## src/rtl/darkdbg_pkg.sv

```systemverilog
// rtl/darkdbg_pkg.sv - shared types, constants and helpers for darkdbg_uart (DARKDBG_TIMESTAMP_EN widens the snapshot)
package darkdbg_pkg;

`ifdef DARKDBG_TIMESTAMP_EN
    localparam int NWORDS = 5;
`else
    localparam int NWORDS = 4;
`endif

    // Each word is 8 hex chars plus a separator; the last separator is CR, then LF.
    localparam int LINE_LEN = NWORDS * 9 + 1;

    typedef logic [NWORDS-1:0][31:0] snap_t;

    localparam logic [7:0] CH_SPACE = 8'h20;
    localparam logic [7:0] CH_CR    = 8'h0D;
    localparam logic [7:0] CH_LF    = 8'h0A;

    function automatic logic [7:0] hex_char(input logic [3:0] n);
        return (n < 4'd10) ? (8'h30 + {4'h0, n}) : (8'h37 + {4'h0, n});
    endfunction

    typedef enum logic [1:0] {ST_IDLE, ST_LOAD, ST_SEND, ST_NEXT} state_t;

endpackage

```

## src/rtl/darkdbg_uart_tx.sv

```systemverilog
// rtl/darkdbg_uart_tx.sv - 8N1 byte transmitter, each bit held for DIV clocks
module darkdbg_uart_tx #(
    parameter int DIV = 868
) (
    input  logic       XCLK,
    input  logic       XRES,
    input  logic [7:0] DATA,
    input  logic       VALID,
    output logic       READY,
    output logic       TXD
);
    localparam int CW = $clog2(DIV);

    logic          active;
    logic [8:0]    shift;
    logic [3:0]    nbits;
    logic [CW-1:0] cnt;

    assign READY = !active;

    // shift holds the data bits followed by the stop bit; start bit is driven on accept
    always_ff @(posedge XCLK) begin
        if (XRES) begin
            active <= 1'b0;
            TXD    <= 1'b1;
            shift  <= '1;
            nbits  <= '0;
            cnt    <= '0;
        end else if (!active) begin
            if (VALID) begin
                active <= 1'b1;
                TXD    <= 1'b0;
                shift  <= {1'b1, DATA};
                nbits  <= '0;
                cnt    <= '0;
            end
        end else if (cnt == CW'(DIV - 1)) begin
            cnt <= '0;
            if (nbits == 4'd9) begin
                active <= 1'b0;
            end else begin
                TXD   <= shift[0];
                shift <= {1'b1, shift[8:1]};
                nbits <= nbits + 4'd1;
            end
        end else begin
            cnt <= cnt + 1'b1;
        end
    end
endmodule

```

## src/rtl/darkdbg_uart.sv

```systemverilog
// rtl/darkdbg_uart.sv - DEBUG bus change detector, snapshot FIFO and ASCII hex line UART (DARKDBG_TIMESTAMP_EN adds a cycle stamp field)
module darkdbg_uart
    import darkdbg_pkg::*;
#(
    parameter int CLK_HZ = 100000000,
    parameter int BAUD   = 115200,
    parameter int DEPTH  = 4
) (
    input  logic             XCLK,
    input  logic             XRES,
    input  logic [3:0][31:0] DEBUG,
    output logic             UART_TXD,
    output logic             BUSY,
    output logic [7:0]       DROPS
);
    localparam int DIV = CLK_HZ / BAUD;
    localparam int AW  = $clog2(DEPTH);

    logic [3:0][31:0] cur, prv;
    snap_t            entry;
    snap_t            mem [DEPTH];
    logic [AW:0]      wr_ptr, rd_ptr;
    logic             empty, full, change, push, pop, drop;

    state_t     state;
    snap_t      line;
    logic [5:0] idx;
    logic [3:0] pos;
    logic       tx_valid, tx_ready;
    logic [7:0] tx_data;

    always_ff @(posedge XCLK) begin
        if (XRES) begin
            cur <= '0;
            prv <= '0;
        end else begin
            cur <= DEBUG;
            prv <= cur;
        end
    end

`ifdef DARKDBG_TIMESTAMP_EN
    logic [31:0] stamp;
    always_ff @(posedge XCLK) begin
        if (XRES) stamp <= '0;
        else      stamp <= stamp + 32'd1;
    end
    assign entry = {stamp, cur};
`else
    assign entry = cur;
`endif

    // The extra pointer bit separates full from empty when the indices match.
    assign empty  = (wr_ptr == rd_ptr);
    assign full   = (wr_ptr[AW] != rd_ptr[AW]) && (wr_ptr[AW-1:0] == rd_ptr[AW-1:0]);
    assign change = (cur != prv);
    assign pop    = (state == ST_LOAD);
    assign push   = change && (!full || pop);
    assign drop   = change && full && !pop;

    always_ff @(posedge XCLK) begin
        if (XRES) begin
            wr_ptr <= '0;
            rd_ptr <= '0;
            DROPS  <= '0;
        end else begin
            if (push) wr_ptr <= wr_ptr + 1'b1;
            if (pop)  rd_ptr <= rd_ptr + 1'b1;
            if (drop && DROPS != 8'hFF) DROPS <= DROPS + 8'd1;
        end
    end

    always_ff @(posedge XCLK) begin
        if (push) mem[wr_ptr[AW-1:0]] <= entry;
    end

    // pos tracks the column within a 9-char field; hex columns consume the top nibble of line.
    always_comb begin
        if (idx == 6'(LINE_LEN - 2))      tx_data = CH_CR;
        else if (idx == 6'(LINE_LEN - 1)) tx_data = CH_LF;
        else if (pos == 4'd8)             tx_data = CH_SPACE;
        else                              tx_data = hex_char(line[NWORDS-1][31:28]);
    end

    always_ff @(posedge XCLK) begin
        if (XRES) begin
            state    <= ST_IDLE;
            line     <= '0;
            idx      <= '0;
            pos      <= '0;
            tx_valid <= 1'b0;
        end else begin
            case (state)
                ST_IDLE: if (!empty) state <= ST_LOAD;
                ST_LOAD: begin
                    line     <= mem[rd_ptr[AW-1:0]];
                    idx      <= '0;
                    pos      <= '0;
                    tx_valid <= 1'b1;
                    state    <= ST_SEND;
                end
                ST_SEND: if (tx_ready) begin
                    tx_valid <= 1'b0;
                    state    <= ST_NEXT;
                end
                ST_NEXT: begin
                    idx <= idx + 6'd1;
                    pos <= (pos == 4'd8) ? 4'd0 : pos + 4'd1;
                    if (pos != 4'd8) line <= line << 4;
                    if (idx != 6'(LINE_LEN - 1)) begin
                        tx_valid <= 1'b1;
                        state    <= ST_SEND;
                    end else begin
                        state <= ST_IDLE;
                    end
                end
                default: state <= ST_IDLE;
            endcase
        end
    end

    assign BUSY = !empty || (state != ST_IDLE) || !tx_ready;

    darkdbg_uart_tx #(.DIV(DIV)) u_tx (
        .XCLK  (XCLK),
        .XRES  (XRES),
        .DATA  (tx_data),
        .VALID (tx_valid),
        .READY (tx_ready),
        .TXD   (UART_TXD)
    );
endmodule
```

## config.mk

```make
export PLATFORM = sky130hd
export DESIGN_NAME = darkdbg_uart
export DESIGN_NICKNAME = d
export VERILOG_FILES = /design/src/rtl/darkdbg_pkg.sv /design/src/rtl/darkdbg_uart_tx.sv /design/src/rtl/darkdbg_uart.sv
export SDC_FILE = /design/constraint.sdc
export NUM_CORES = 1
export LEC_CHECK = 0
export ABC_AREA = 1
export BUFFER_PORTS_ARGS = -buffer_cell sky130_fd_sc_hd__buf_2
export CORE_MARGIN = 2
export CORE_UTILIZATION = 45
export CTS_CLUSTER_SIZE = 40
export DETAILED_ROUTE_END_ITERATION = 10
export HOLD_SLACK_MARGIN = 0.05
export SETUP_SLACK_MARGIN = 0.2
export SLEW_MARGIN = 15
export SYNTH_ARGS = -nofsm -noshare
export SYNTH_HDL_FRONTEND = slang
export SYNTH_SLANG_ARGS = --single-unit
```

## constraint.sdc

```tcl
create_clock -name XCLK -period 8.72 [get_ports XCLK]
set_clock_uncertainty 0.2 [all_clocks]
set_input_delay 1.308 -clock XCLK [delete_from_list [all_inputs] [get_ports XCLK]]
set_output_delay 1.308 -clock XCLK [all_outputs]
set_load 0.05 [all_outputs]
```

## Word level (Yosys, flattened, before mapping)

Memories as Yosys holds them, arrays and structs flattened. A register that Yosys moved wholly into a read port is not among the register bits.
Cells that the tools add are included.

- Add/subtract/negate cells: 9
- Magnitude comparators: 1
- Equal/unequal tests: 21
- Muxes and demuxes: 39
- Reductions and logical operators: 20

Operators with widths:

| kind | number |
|---|---|
| 128-bit case mux with 2 select lines | 1 |
| 128-bit two-way mux | 1 |
| 128-bit inequality test | 1 |
| 9-bit two-way mux | 4 |
| 10-bit two-way mux | 3 |
| 7-bit two-way mux | 4 |
| 4-bit two-way mux | 5 |
| 6-bit by 4-bit adder with 7-bit output, first input constant | 2 |
| 6-bit == test, second input constant | 2 |
| 1-bit two-way mux | 12 |
| 2-bit inequality test, second input constant | 6 |
| 6-bit case mux with 2 select lines | 1 |
| 10-bit by 1-bit adder with 10-bit output, second input constant | 1 |
| 10-bit == test, second input constant | 1 |
| 2-bit two-way mux | 5 |
| 4-bit by 1-bit adder with 4-bit output, second input constant | 2 |
| 8-bit by 1-bit adder with 8-bit output, second input constant | 1 |
| 4-bit == test, second input constant | 2 |
| 8-bit inequality test, second input constant | 1 |
| 2-bit case mux with 4 select lines | 1 |
| 4-bit case mux with 2 select lines | 1 |
| 3-bit by 1-bit adder with 3-bit output, second input constant | 2 |
| 6-bit by 1-bit adder with 6-bit output, second input constant | 1 |
| 6-bit inequality test, second input constant | 1 |
| 16 further kinds | 29 |

- Bits in registers: 436
- Bits in writable memories: 512
- Word-level logic and storage cells: 115
- Memories kept: 1

Memory list:

| memory | words | bits a word | rd ports | clocked after memory_dff | write ports | line | source |
|---|---|---|---|---|---|---|---|
| mem | 4 | 128 | 1 | 1 | 1 | darkdbg_uart.sv:21 | `snap_t mem [DEPTH];` |

## Logic depth before layout (Yosys ltp)

Gate-level depths: netlist of run 1.

- Depth in word-level cells: 7
- Depth in mapped cells: 13
- Depth with buffers taken out: 13

## Hierarchy

A second synthesis of run 1 with hierarchy kept.

- Cell total of the unflattened synthesis: 3,354
- Area total of the unflattened synthesis: 35,596.6 µm²

Modules (own cells, without submodules):

| module | instances | cells an instance | area an instance (µm²) |
|---|---|---|---|
| darkdbg_uart | 1 | 3,163 | 34,329.2 |
| darkdbg_uart_tx | 1 | 191 | 1,267.5 |

## Worst setup path before layout of run 1

OpenSTA, ideal clock, no wires.

- Path type: register to register
- Start: register wr_ptr[1]
- End: memory mem[0][0] in the netlist's numbering, enable pin
- Setup time: 0.617 ns
- Arrival time: 6.426 ns
- Required time: 7.903 ns
- Setup slack: 1.476 ns
- Cell stages (with the launch flop): 8
- Path buffers: 0
- Period minus slack after synthesis: 7.244 ns
- Cells stage by stage: dfxtp_1 -> inv_1 -> or2_2 -> nand4_1 -> nor2_1 -> nand2_2 -> nand2_1 -> nor2_1

- Cells in the longest elaborated chain, start to end: 7

RTL lines:

| item | line | source |
|---|---|---|
| start: declaration | darkdbg_uart.sv:22 | `logic [AW:0] wr_ptr, rd_ptr;` |
| start signal: assignment | darkdbg_uart.sv:67 | `if (push) wr_ptr <= wr_ptr + 1'b1;` |
| 2-bit == test | darkdbg_uart.sv:55 | `assign full = (wr_ptr[AW] != rd_ptr[AW]) && (wr_ptr[AW-1:0] == rd_ptr[AW-1:0]);` |
| 1-bit logical AND | darkdbg_uart.sv:55 |  |
| 1-bit zero test | darkdbg_uart.sv:58 | `assign push = change && (!full \|\| pop);` |
| 1-bit logical OR | darkdbg_uart.sv:58 |  |
| 1-bit logical AND | darkdbg_uart.sv:58 |  |
| 1-bit two-way mux | darkdbg_uart.sv:74 | `if (push) mem[wr_ptr[AW-1:0]] <= entry;` |
| 1-bit two-way mux (implied by the code) | darkdbg_uart.sv:74 |  |
| end: declaration | darkdbg_uart.sv:21 |  |

Parallel ways exist; a longest one is shown, timed or not.

## Final worst setup path of run 1

- Start: register state[0]
- End: register line[55] in the netlist's numbering

- Cells in the longest elaborated chain, start to end: 3

RTL lines:

| item | line | source |
|---|---|---|
| start: declaration | darkdbg_uart.sv:25 | `state_t state;` |
| start signal: assignment | darkdbg_uart.sv:87 | `state <= ST_IDLE;` |
| start signal: assignment | darkdbg_uart.sv:94 | `ST_IDLE: if (!empty) state <= ST_LOAD;` |
| start signal: assignment | darkdbg_uart.sv:100 | `state <= ST_SEND;` |
| 2-bit == test / 2-bit by 1-bit == test with 1-bit output (equally long branches) | darkdbg_uart.sv:93 | `case (state)` |
| 2-bit inequality test (no line) / 2-bit nonzero test (equally long branches) | - |  |
| 2-bit AND reduction (no line) | - |  |
| end signal: assignment | darkdbg_uart.sv:96 | `line <= mem[rd_ptr[AW-1:0]];` |
| end signal: assignment | darkdbg_uart.sv:109 | `if (pos != 4'd8) line <= line << 4;` |
| end: declaration | darkdbg_uart.sv:26 | `snap_t line;` |

Parallel ways exist; a longest one is shown, timed or not.
A chain may end at the register's enable or synchronous reset.

==> results of run 1 <==
## stage by stage
stage	cells	area [µm²]	hold slack [ns]	worst slack, ns	util, %
CTS	4491	39900	0.258	4.20	51.4
floorplan	3301	35400	0.226	1.48	-
global placement	4312	36800	0.233	4.32	47.4
finish	4491	39900	0.253	4.17	51.4
global route	4491	39900	0.292	3.79	51.4
detailed placement	4312	36800	0.242	4.22	47.4
## routing by layer
metal | global-route usage [%] | up-vias | share of wire (%)
met1 | 26.5 | 11000 | 47
met2 | 30.9 | 523 | 46
met4 | 4.99 | 2 | 1.7
li1 | - | 11400 | -
met5 | 0 | - | 0.018
met3 | 2.90 | 93 | 5.3
## worst max-delay path by stage
| stage | end | slack (ns) | cells past startpoint |
|---|---|---|---|
| 2_1_floorplan | mem[0][0] | 1.48 | 7 |
| 3_3_place_gp | line[30] | 4.32 | 10 |
| 3_5_place_dp | line[30] | 4.22 | 10 |
| 4_1_cts | line[55] | 4.20 | 10 |
| 5_1_grt | line[22] | 3.79 | 10 |
| 6_report | line[55] | 4.17 | 10 |
## cell usage after synthesis, types with 2 or more instances
cell and n:
a211oi_1 2, a21oi_1 185, a221oi_1 5, a31oi_1 3, buf_1 10, buf_2 45
buf_4 6, buf_6 4, clkbuf_1 124, dfxtp_1 437, edfxtp_1 512, ha_1 14
inv_1 317, inv_2 6, nand2_1 227, nand2_2 4, nand3_1 30, nand4_1 6
nor2_1 583, nor2_4 3, nor3_1 7, nor3b_1 3, nor4_1 2, o211ai_1 2
o21ai_0 353, o21ai_1 44, o22ai_1 226, o31ai_1 2, o32ai_1 2, xnor2_1 120
xor2_1 7
## where the power goes
part	internal, mW	leakage, nW	switching [mW]
clock network	2.38	1.52	1.67
registers	5.43	8.53	0.351
logic	0.704	5.01	1.59
## cells in the final DEF (no fill, tap or decap), drive strengths merged, types with 2 or more instances in the layout
master and n:
a211oi 2, a21oi 186, a221oi 5, a31oi 4, buf 160, bufinv 7, clkbuf 142, clkinv 23
clkinvlp 4, dfxtp 437, edfxtp 512, ha 14, inv 326, nand2 231, nand3 30, nand4 6
nor2 587, nor3 7, nor3b 3, nor4 3, o211ai 2, o21ai 397, o22ai 226, o31ai 2
o32ai 2, or2 2, xnor2 120, xor2 7
## layout make-up
type | instances | area (µm²) | area share (%)
flip-flops and latches | 949 | 24100 | 60.5
multi-input cells | 1840 | 9230 | 23.1
clock buffers | 142 | 2730 | 6.84
well taps | 1040 | 1300 | 3.26
inverters | 323 | 1230 | 3.08
repair buffers | 160 | 901 | 2.26
clock inverters | 37 | 392 | 0.981
## worst register-to-register path, cell delays in order, from the launching register on
cell and delay [ns]:
dfxtp_1 0.45, inv_2 0.11, nor2_4 0.09, buf_4 0.46
buf_4 0.83, nor2_4 0.08, buf_4 0.31, inv_6 0.61
buf_4 0.93, o21ai_0 0.25, a21oi_1 0.17
## state kept, by name (all words and copies together), names as in the netlist, 4 cells and up, named ones only
name	cells
u_tx.cnt	10
pos	4
idx	6
u_tx.nbits	4
mem	512
u_tx.shift	8
DROPS	8
cur	128
line	128
prv	128
## logic make-up after synthesis
family                     after synthesis  synth area share (%)
DFF                                    949                  68.2
and+or+nand+nor                        871                  9.65
xor gates and xnor gates               127                  3.15
AOI/OAI and AO/OA                      828                  12.7
buffers and inverters                  512                  5.74
adders and majority gates               14                 0.496
==> flow_metrics.env, run 1 <==
export IMPL_cp_arrival_ns=4.91
export IMPL_synth_area_leaders="edfxtp_1, dfxtp_1, nor2_1"
export IMPL_synth_cells=3301
export IMPL_maxSlewViolCount=0
export IMPL_critical_path_top_delay_family="buffers and inverters"
export IMPL_path_cells="inv_2 -> nor2_4 -> buf_4 -> buf_4 -> nor2_4 -> buf_4 -> inv_6 -> buf_4 -> o21ai_0 -> a21oi_1"
export IMPL_fin_tns_setup_ns=0
export IMPL_finalSetupViolCount=0
export IMPL_avgSynthCellArea_um2=10.7
export IMPL_clock_root_buffer="clkbuf_16"
export IMPL_clk_path_buf_depth=3
export IMPL_cpMostUsedCell="buf_4"
export IMPL_reg2reg_depth=10
export IMPL_nNetsFinal=3514
export IMPL_wl_per_cell_um=17.3
export IMPL_drive_above_1_share_pct=9.42
export IMPL_grt_start_max_net_pins=129
export IMPL_yosysTopAreaCell="edfxtp_1"
export IMPL_r2r_setup_slack_ns=4.17
export IMPL_drt_pass1_iter_count=7
export IMPL_grt_usage_pct=19.0
export IMPL_htree_levels=3
export IMPL_path_class="register to register"
export IMPL_start_kind="register"
export IMPL_slowest_stage="buf_4"
export IMPL_cts_tree="built"
export IMPL_hold_buffers=0
export IMPL_place_gp_congestion=0.748
export IMPL_port_buffers=139
export IMPL_yosysUniqueCellTypes=41
export IMPL_fillers=6976
export IMPL_clock_latency_ns=0.64
export IMPL_period_share_pct=52.2
export IMPL_drt_initial_drc_count=1617
export IMPL_io_pins=140
export IMPL_synth_warnings=0
export IMPL_cts_sink_count=949
export IMPL_worst_pin_slew_ns=1.08
export IMPL_max_stage_delay_ns=0.91
export IMPL_crit_buf_inv=6
export IMPL_fin_crit_ns=4.55
export IMPL_antenna_found_initial=3
export IMPL_cts_buffers_inserted=96
export IMPL_remaining_drc_errors=0
export IMPL_die_x_um=284
export IMPL_p_leak_nw=15.1
export IMPL_r2r_end="line[55]"
export IMPL_synth_net_count=3445
export IMPL_pwr_density_cell_mw_per_mm2=304
export IMPL_max_freq_mhz=220
export IMPL_power_mw=12.1
export IMPL_slew_headroom_pct=28.2
export IMPL_cts_resized=0
export IMPL_antenna_left=0
export IMPL_grt_overflow=0
export IMPL_area_growth_pct=12.9
export IMPL_grt_pass1_wl_mm=122
export IMPL_whs_path_depth=2
export IMPL_min_to="u_tx.TXD"
export IMPL_clk_pin_slew_ns=0.06
export IMPL_wirelength_mm=77.7
export IMPL_async_reset_ff_share_pct=0
export IMPL_grt_pass1_vias=21800
export IMPL_synth_ff_type="edfxtp_1"
export IMPL_synth_top_area_share_pct=43.5
export IMPL_num_antenna_cells=0
export IMPL_die_area_mm2=0.0808
export IMPL_cp_required_ns=9.07
export IMPL_row_count=102
export IMPL_initial_core_util_pct=45.6
export IMPL_hold_path_class="register to register"
export IMPL_cp_max_fo=120
export IMPL_vias=23000
export IMPL_synth_edff_count=512
export IMPL_die_y_um=284
export IMPL_syn_area_mm2=0.0354
export IMPL_core_area_mm2=0.0776
export IMPL_yosysSeqAreaShare_pct=68.2
export IMPL_cp_end_kind="register"
export IMPL_cts_setup_buffers=0
export IMPL_hold_start="u_tx.TXD"
export IMPL_final_hold_viol_count=0
export IMPL_crit_start="state[0]"
export IMPL_peakVddDrop_v=0.000158
export IMPL_rsz0062_at_grt="no"
export IMPL_via_per_inst=5.12
export IMPL_status="finished, final reports clean"
export IMPL_worstReg2RegStart="state[0]"
export IMPL_dp_hpwl_mm=41.0
export IMPL_ys_ff_latch=949
export IMPL_max_cap_violations=0
(Power assumes the default switching activity.)
==> run 2, diff against run 1 <==
Settings changed: ABC_AREA 1 to 0.
Clock period 8.72 ns to 4.55 ns, I/O delays scaled along.
==> run 2 against run 1 <==
  * Sequential power increased by 94%
  * Synthesized area decreased by 0.56%
  * Via count decreased by 10%
  * Critical path depth decreased by 2
  * Highest routed layer is now met4
  * Critical path type unchanged
  * Synthesized cell count decreased by 26%
  * Sequential share of layout area decreased by 1.3 points
  * Setup slack got worse by 3.3 ns
  * Combinational power increased by 89%
  * Largest cell class unchanged
  * Count of clock-buffer cells in the layout increased by 1
==> flow_metrics.env, run 2 <==
export IMPL_status="finished, final reports clean"
export IMPL_wl_per_cell_um=23.9
export IMPL_remaining_drc_errors=0
export IMPL_dp_hpwl_mm=55.4
export IMPL_drive_above_1_share_pct=18.5
export IMPL_area_growth_pct=16.0
export IMPL_synth_area_leaders="edfxtp_1, dfxtp_1, mux4_2"
export IMPL_worstReg2RegStart="cur[79]"
export IMPL_final_common_cell="edfxtp_1"
export IMPL_antenna_left=0
export IMPL_clk_path_buf_depth=3
export IMPL_worst_pin_slew_ns=1.02
export IMPL_hold_start="DEBUG[36]"
export IMPL_largest_register_ff_count=512
export IMPL_fin_crit_ns=3.67
export IMPL_peakVddDrop_v=0.000327
export IMPL_max_stage_delay_ns=0.77
export IMPL_maxSlewViolCount=0
export IMPL_yosysTopAreaCell="edfxtp_1"
export IMPL_cp_max_fo=57
export IMPL_grtUsageMet3_pct=3.56
export IMPL_cp_end_kind="register"
export IMPL_p_sw_mw=6.66
export IMPL_synth_edff_count=512
export IMPL_initial_core_util_pct=45.5
export IMPL_clockPowerShare_pct=33.9
export IMPL_via_per_inst=5.54
export IMPL_ys_ff_latch=949
export IMPL_grt_pass1_wl_mm=134
export IMPL_cts_sink_count=949
export IMPL_drt_initial_drc_count=1618
export IMPL_clock_root_buffer="clkbuf_16"
export IMPL_grt_usage_pct=22.2
export IMPL_final_hold_viol_count=0
export IMPL_whs_path_depth=2
export IMPL_crit_start="cur[79]"
export IMPL_synth_net_count=2575
export IMPL_cp_arrival_ns=4.01
export IMPL_p_comb_share_pct=18.5
export IMPL_grt_start_max_net_pins=128
export IMPL_htree_levels=3
export IMPL_p_seq_share_pct=47.6
export IMPL_cpMostUsedCell="buf_4"
export IMPL_die_area_mm2=0.0804
export IMPL_vias=20600
export IMPL_die_y_um=283
export IMPL_path_class="register to register"
export IMPL_p_leak_nw=14.8
export IMPL_start_kind="register"
export IMPL_max_freq_mhz=273
export IMPL_finalSetupViolCount=0
export IMPL_cts_buffers_inserted=96
export IMPL_top_usage_layer="met2"
export IMPL_wirelength_mm=88.8
export IMPL_core_area_mm2=0.0773
export IMPL_pwr_density_cell_mw_per_mm2=574
export IMPL_period_share_pct=80.6
export IMPL_yosysUniqueCellTypes=51
export IMPL_r2r_setup_slack_ns=0.88
export IMPL_hold_path_class="input port to register"
export IMPL_cts_setup_buffers=0
export IMPL_slowest_stage="nor4_1"
export IMPL_hold_slack_ns=0.0757
export IMPL_port_buffers=139
export IMPL_synth_cells=2431
export IMPL_fin_tns_setup_ns=0
export IMPL_cts_tree="built"
export IMPL_synth_top_area_share_pct=43.7
export IMPL_grt_overflow=0
export IMPL_async_reset_ff_share_pct=0
export IMPL_reg2reg_depth=8
export IMPL_clk_pin_slew_ns=0.06
export IMPL_io_pins=140
export IMPL_use_met2_pct=35.7
export IMPL_path_cells="xor2_1 -> nor4_1 -> nand4_1 -> nor4_4 -> buf_4 -> a21oi_4 -> buf_4 -> mux2_2"
export IMPL_die_x_um=283
export IMPL_row_count=102
export IMPL_clock_latency_ns=0.65
export IMPL_num_antenna_cells=0
export IMPL_cp_required_ns=4.89
export IMPL_gr_usage_met1_pct=31.4
export IMPL_antenna_found_initial=5
export IMPL_max_cap_violations=0
export IMPL_p_int_mw=16.8
export IMPL_slew_headroom_pct=32.1
export IMPL_drt_pass1_iter_count=5
export IMPL_place_gp_congestion=0.765
export IMPL_most_common_layout_cells="edfxtp_1, dfxtp_1, nor2b_1"
export IMPL_syn_area_mm2=0.0352
export IMPL_synth_common_cells="edfxtp_1, dfxtp_1, nor2b_1, nor2_1, xor2_1"
export IMPL_grt_pass1_vias=20700
export IMPL_yosysSeqAreaShare_pct=68.6
export IMPL_synth_most_common_cell="edfxtp_1"
export IMPL_rsz0062_at_grt="no"
export IMPL_p_sw_share_pct=28.4
export IMPL_nNetsFinal=2743
export IMPL_avgSynthCellArea_um2=14.5
export IMPL_synth_ff_type="edfxtp_1"
export IMPL_synth_warnings=0
==> run 2: changes by cell type in the layout (fill, tap and decap cells not counted), moves of 44 or more <==
cell       delta
a2111oi_0    +98
a21oi_1     -154
inv_1       -301
mux4_2      +128
nand2_1     -182
nor2_1      -316
nor2b_1     +271
o21ai_0     -343
o21ai_1      -44
o22ai_1     -126
xnor2_1     -115
xor2_1      +126
==> run 2: kinds of logic (layout without fill, tap and decap cells) <==
logic type	after synthesis	in the layout	share of synthesized area (%)
AO/OA/AOI/OAI	295	295	6.19
XOR/XNOR	138	138	3.44
adder cells (fa/ha/maj)	14	14	0.498
buffers and inverters	168	417	1.86
flip-flops	949	949	68.6
multiplexers	142	142	8.66
AND/OR/NAND/NOR	725	725	10.7
==> run 2: repair_timing <==
| item | in CTS | in global routing |
|---|---|---|
| hold buffers | 38 | 0 |
| hold endpoints to repair | 38 | 0 |
| resized for setup | 0 | 0 |
==> run 2: final timing paths <==
path | endpoint
worst max-delay path | wr_ptr[2]
worst min-delay path | cur[36]
worst max register to register | wr_ptr[2]
worst min register to register | u_tx.shift[0]
==> run 2: power by group through the flow <==
stage / logic (mW) / registers, mW / clock network (mW)
3_3_place_gp: 4.28 / 11.3 / 0
3_5_place_dp: 4.35 / 11.3 / 0
2_1_floorplan: 3.12 / 10.9 / 0
5_1_grt: 4.75 / 11.3 / 8.44
4_1_cts: 4.39 / 11.2 / 8.09
6_report: 4.33 / 11.2 / 7.94
==> run 2: per-layer routing <==
layer  up-vias  wire, µm
li1       9394         -
met1     10500     39300
met2       634     42200
met3       110      5260
met4         0      2040
met5         -         0
==> run 2: area by class of cell <==
cell class | instances | area, µm²
repair buffers | 225 | 1650
inverters | 13 | 48.8
clock inverters | 36 | 392
multi-input cells | 1314 | 10400
well taps | 1040 | 1300
fillers | 6483 | 36600
clock buffers | 143 | 2840
flip-flops and latches | 949 | 24100
==> run 2: per-stage QoR <==
step | worst slack (ns) | instances | total power [mW] | utilization, % | cell area (µm²)
4_1_cts | 0.833 | 3720 | 23.6 | 52.7 | 40800
6_report | 0.882 | 3720 | 23.4 | 52.7 | 40800
2_1_floorplan | 0.739 | 2431 | 14.0 | - | 35200
5_1_grt | 0.598 | 3720 | 24.5 | 52.7 | 40800
3_3_place_gp | 0.598 | 3503 | 15.6 | 48.1 | 37200
3_5_place_dp | 0.857 | 3503 | 15.7 | 48.1 | 37200
==> run 2: worst max-delay path: cells and delay by family (launching register included) <==
kind,cells,cell delay [ns]
and+or+nand+nor,3,1.56
buffers and inverters,2,0.67
DFF,1,0.53
muxes,1,0.41
xor gates and xnor gates,1,0.11
AOI/OAI and AO/OA,1,0.08
==> run 3, diff against run 2 <==
Settings changed: ABC_AREA 0 to 1.
Clock period 4.55 ns to 3.55 ns, I/O delays scaled along.
==> run 3 against run 2 <==
  * Non-clock buffer count grew 93
  * Sequential share of layout area decreased by 1.4 points
  * Sequential power up 26%
  * Via count is 14% higher
  * Utilization rose by 1.1 points
  * Die area increased by 0.56%
  * Final area rose by 2.4%
  * First-iteration DRC count is 7.8% lower
  * Largest power group unchanged
  * Sequential cell count unchanged
  * Maximum frequency increased by 19%
  * Register-to-register slack got worse by 0.41 ns
  * Power up 29%
==> flow_metrics.env, run 3 (synthesis gave the netlist of run 1 again) <==
export IMPL_p_sw_share_pct=29.7
export IMPL_grt_start_max_net_pins=189
export IMPL_clock_root_buffer="clkbuf_16"
export IMPL_status="finished, final reports clean"
export IMPL_grtUsageMet3_pct=3.01
export IMPL_path_class="register to register"
export IMPL_worst_pin_slew_ns=1.02
export IMPL_clk_path_buf_depth=3
export IMPL_fillers=6883
export IMPL_cp_required_ns=3.62
export IMPL_finalSetupViolCount=0
export IMPL_die_y_um=284
export IMPL_max_freq_mhz=325
export IMPL_p_comb_share_pct=20.1
export IMPL_die_area_mm2=0.0808
export IMPL_place_gp_congestion=0.744
export IMPL_grt_pass1_wl_mm=125
export IMPL_clock_latency_ns=0.65
export IMPL_dp_hpwl_mm=44.5
export IMPL_fin_tns_setup_ns=0
export IMPL_htree_levels=3
export IMPL_cts_tree="built"
export IMPL_peakVddDrop_v=0.000577
export IMPL_die_x_um=284
export IMPL_max_stage_delay_ns=0.61
export IMPL_drive_above_1_share_pct=10.3
export IMPL_grt_overflow=0
export IMPL_cp_arrival_ns=3.15
export IMPL_antenna_found_initial=1
export IMPL_path_cells="inv_1 -> nand2_1 -> nand2_1 -> nand2_1 -> nor2_1 -> nand2_1 -> nor2_1 -> nand2_1 -> nor2_1 -> nand2_2 -> nand2_4 -> nor2_4 -> buf_12"
export IMPL_clockPowerShare_pct=33.3
export IMPL_pwr_density_cell_mw_per_mm2=725
export IMPL_final_hold_viol_count=0
export IMPL_rsz0062_at_grt="no"
export IMPL_use_met2_pct=32.1
export IMPL_wl_per_cell_um=17.0
export IMPL_crit_buf_inv=2
export IMPL_p_leak_nw=15.9
export IMPL_p_sw_mw=8.99
export IMPL_power_mw=30.3
export IMPL_maxSlewViolCount=0
export IMPL_grt_usage_pct=19.4
export IMPL_grt_pass1_vias=22700
export IMPL_nNetsFinal=3674
export IMPL_fin_crit_ns=3.08
export IMPL_io_pins=140
export IMPL_port_buffers=139
export IMPL_r2r_setup_slack_ns=0.47
export IMPL_drt_pass1_iter_count=5
export IMPL_via_per_inst=5.05
export IMPL_slew_headroom_pct=31.8
export IMPL_core_area_mm2=0.0776
export IMPL_wirelength_mm=79.2
export IMPL_p_int_mw=21.3
export IMPL_top_usage_layer="met2"
export IMPL_most_common_layout_cells="nor2_1, edfxtp_1, dfxtp_1"
export IMPL_hold_slack_ns=0.254
export IMPL_clk_pin_slew_ns=0.06
export IMPL_area_growth_pct=18.1
export IMPL_hold_path_class="register to register"
export IMPL_row_count=102
export IMPL_critical_path_top_delay_family="simple AND/OR/NAND/NOR gates"
export IMPL_cts_setup_buffers=0
export IMPL_antenna_left=0
export IMPL_start_kind="register"
export IMPL_cp_max_fo=63
export IMPL_largest_register_ff_count=512
export IMPL_period_share_pct=86.7
export IMPL_final_common_cell="nor2_1"
export IMPL_num_antenna_cells=0
export IMPL_max_cap_violations=0
export IMPL_initial_core_util_pct=45.6
export IMPL_cpMostUsedCell="nand2_1"
export IMPL_slowest_stage="nor2_4"
export IMPL_gr_usage_met1_pct=26.7
export IMPL_cts_sink_count=949
export IMPL_cp_end_kind="register"
export IMPL_vias=23500
export IMPL_remaining_drc_errors=0
export IMPL_p_seq_share_pct=46.6
export IMPL_cts_buffers_inserted=97
export IMPL_drt_initial_drc_count=1491
==> run 3: changes by cell type in the layout (fill, tap and decap cells not counted), sizes merged, moves of 98 or more <==
cell / delta
o21ai: +387
xnor2: +115
inv: +309
a21oi: +154
nor2b: -271
mux4: -128
nand2: +183
o22ai: +126
a2111oi: -98
xor2: -126
nor2: +325
==> run 3: what timing repair did <==
action,CTS,global route
hold buffers,130,0
resized for setup,0,0
setup endpoints to repair,0,15
endpoints found under the hold margin,135,0
==> run 3: stage by stage <==
stage               setup slack, ns  util [%]  std cells  cell area, µm²
floorplan                   0.00642         -       3301           35400
global placement              0.452      48.0       4340           37200
detailed placement            0.376      48.0       4340           37200
CTS                           0.306      53.8       4649           41800
global route                  0.274      53.8       4650           41800
finish                        0.473      53.8       4650           41800
==> run 3: path summary, 6_finish.rpt <==
path | start | to | depth (start not counted)
setup reg to reg | cur[61] | mem[0][82] | 13
setup / recovery | cur[61] | mem[0][82] | 13
hold reg to reg | u_tx.TXD | u_tx.TXD | 2
hold / removal | u_tx.TXD | u_tx.TXD | 2
==> run 3: power by group through the flow <==
stage	Combinational [mW]	Clock (mW)	Sequential [mW]
after global placement	5.91	0	14.3
final	6.08	10.1	14.1
after global routing	6.76	10.7	14.3
after detailed placement	5.98	0	14.3
after CTS	6.12	10.3	14.1
after floorplan	4.21	0	14.1
==> run 3: final cells by class <==
type	count	area [µm²]	area share, %
Clock buffer	154	2960	7.08
Tap cell	1040	1300	3.12
Sequential cell	949	24100	57.8
Inverter	323	1230	2.94
Clock inverter	25	256	0.614
Timing Repair Buffer	318	2630	6.29
Multi-Input combinational cell	1841	9250	22.2
==> run 3: worst reg2reg max path: cells and delay by family, from the launching register on <==
kind          cells  cell delay [ns]
flops             1             0.40
simple gates     11             1.49
buf+inv           2             0.51
==> run 3: metal layers <==
| layer | wire length (µm) | part of all wire, % |
|---|---|---|
| met4 | 1640 | 2.1 |
| met2 | 37000 | 47 |
| met3 | 3560 | 4.5 |
| met1 | 37000 | 47 |
| met5 | 0 | 0 |
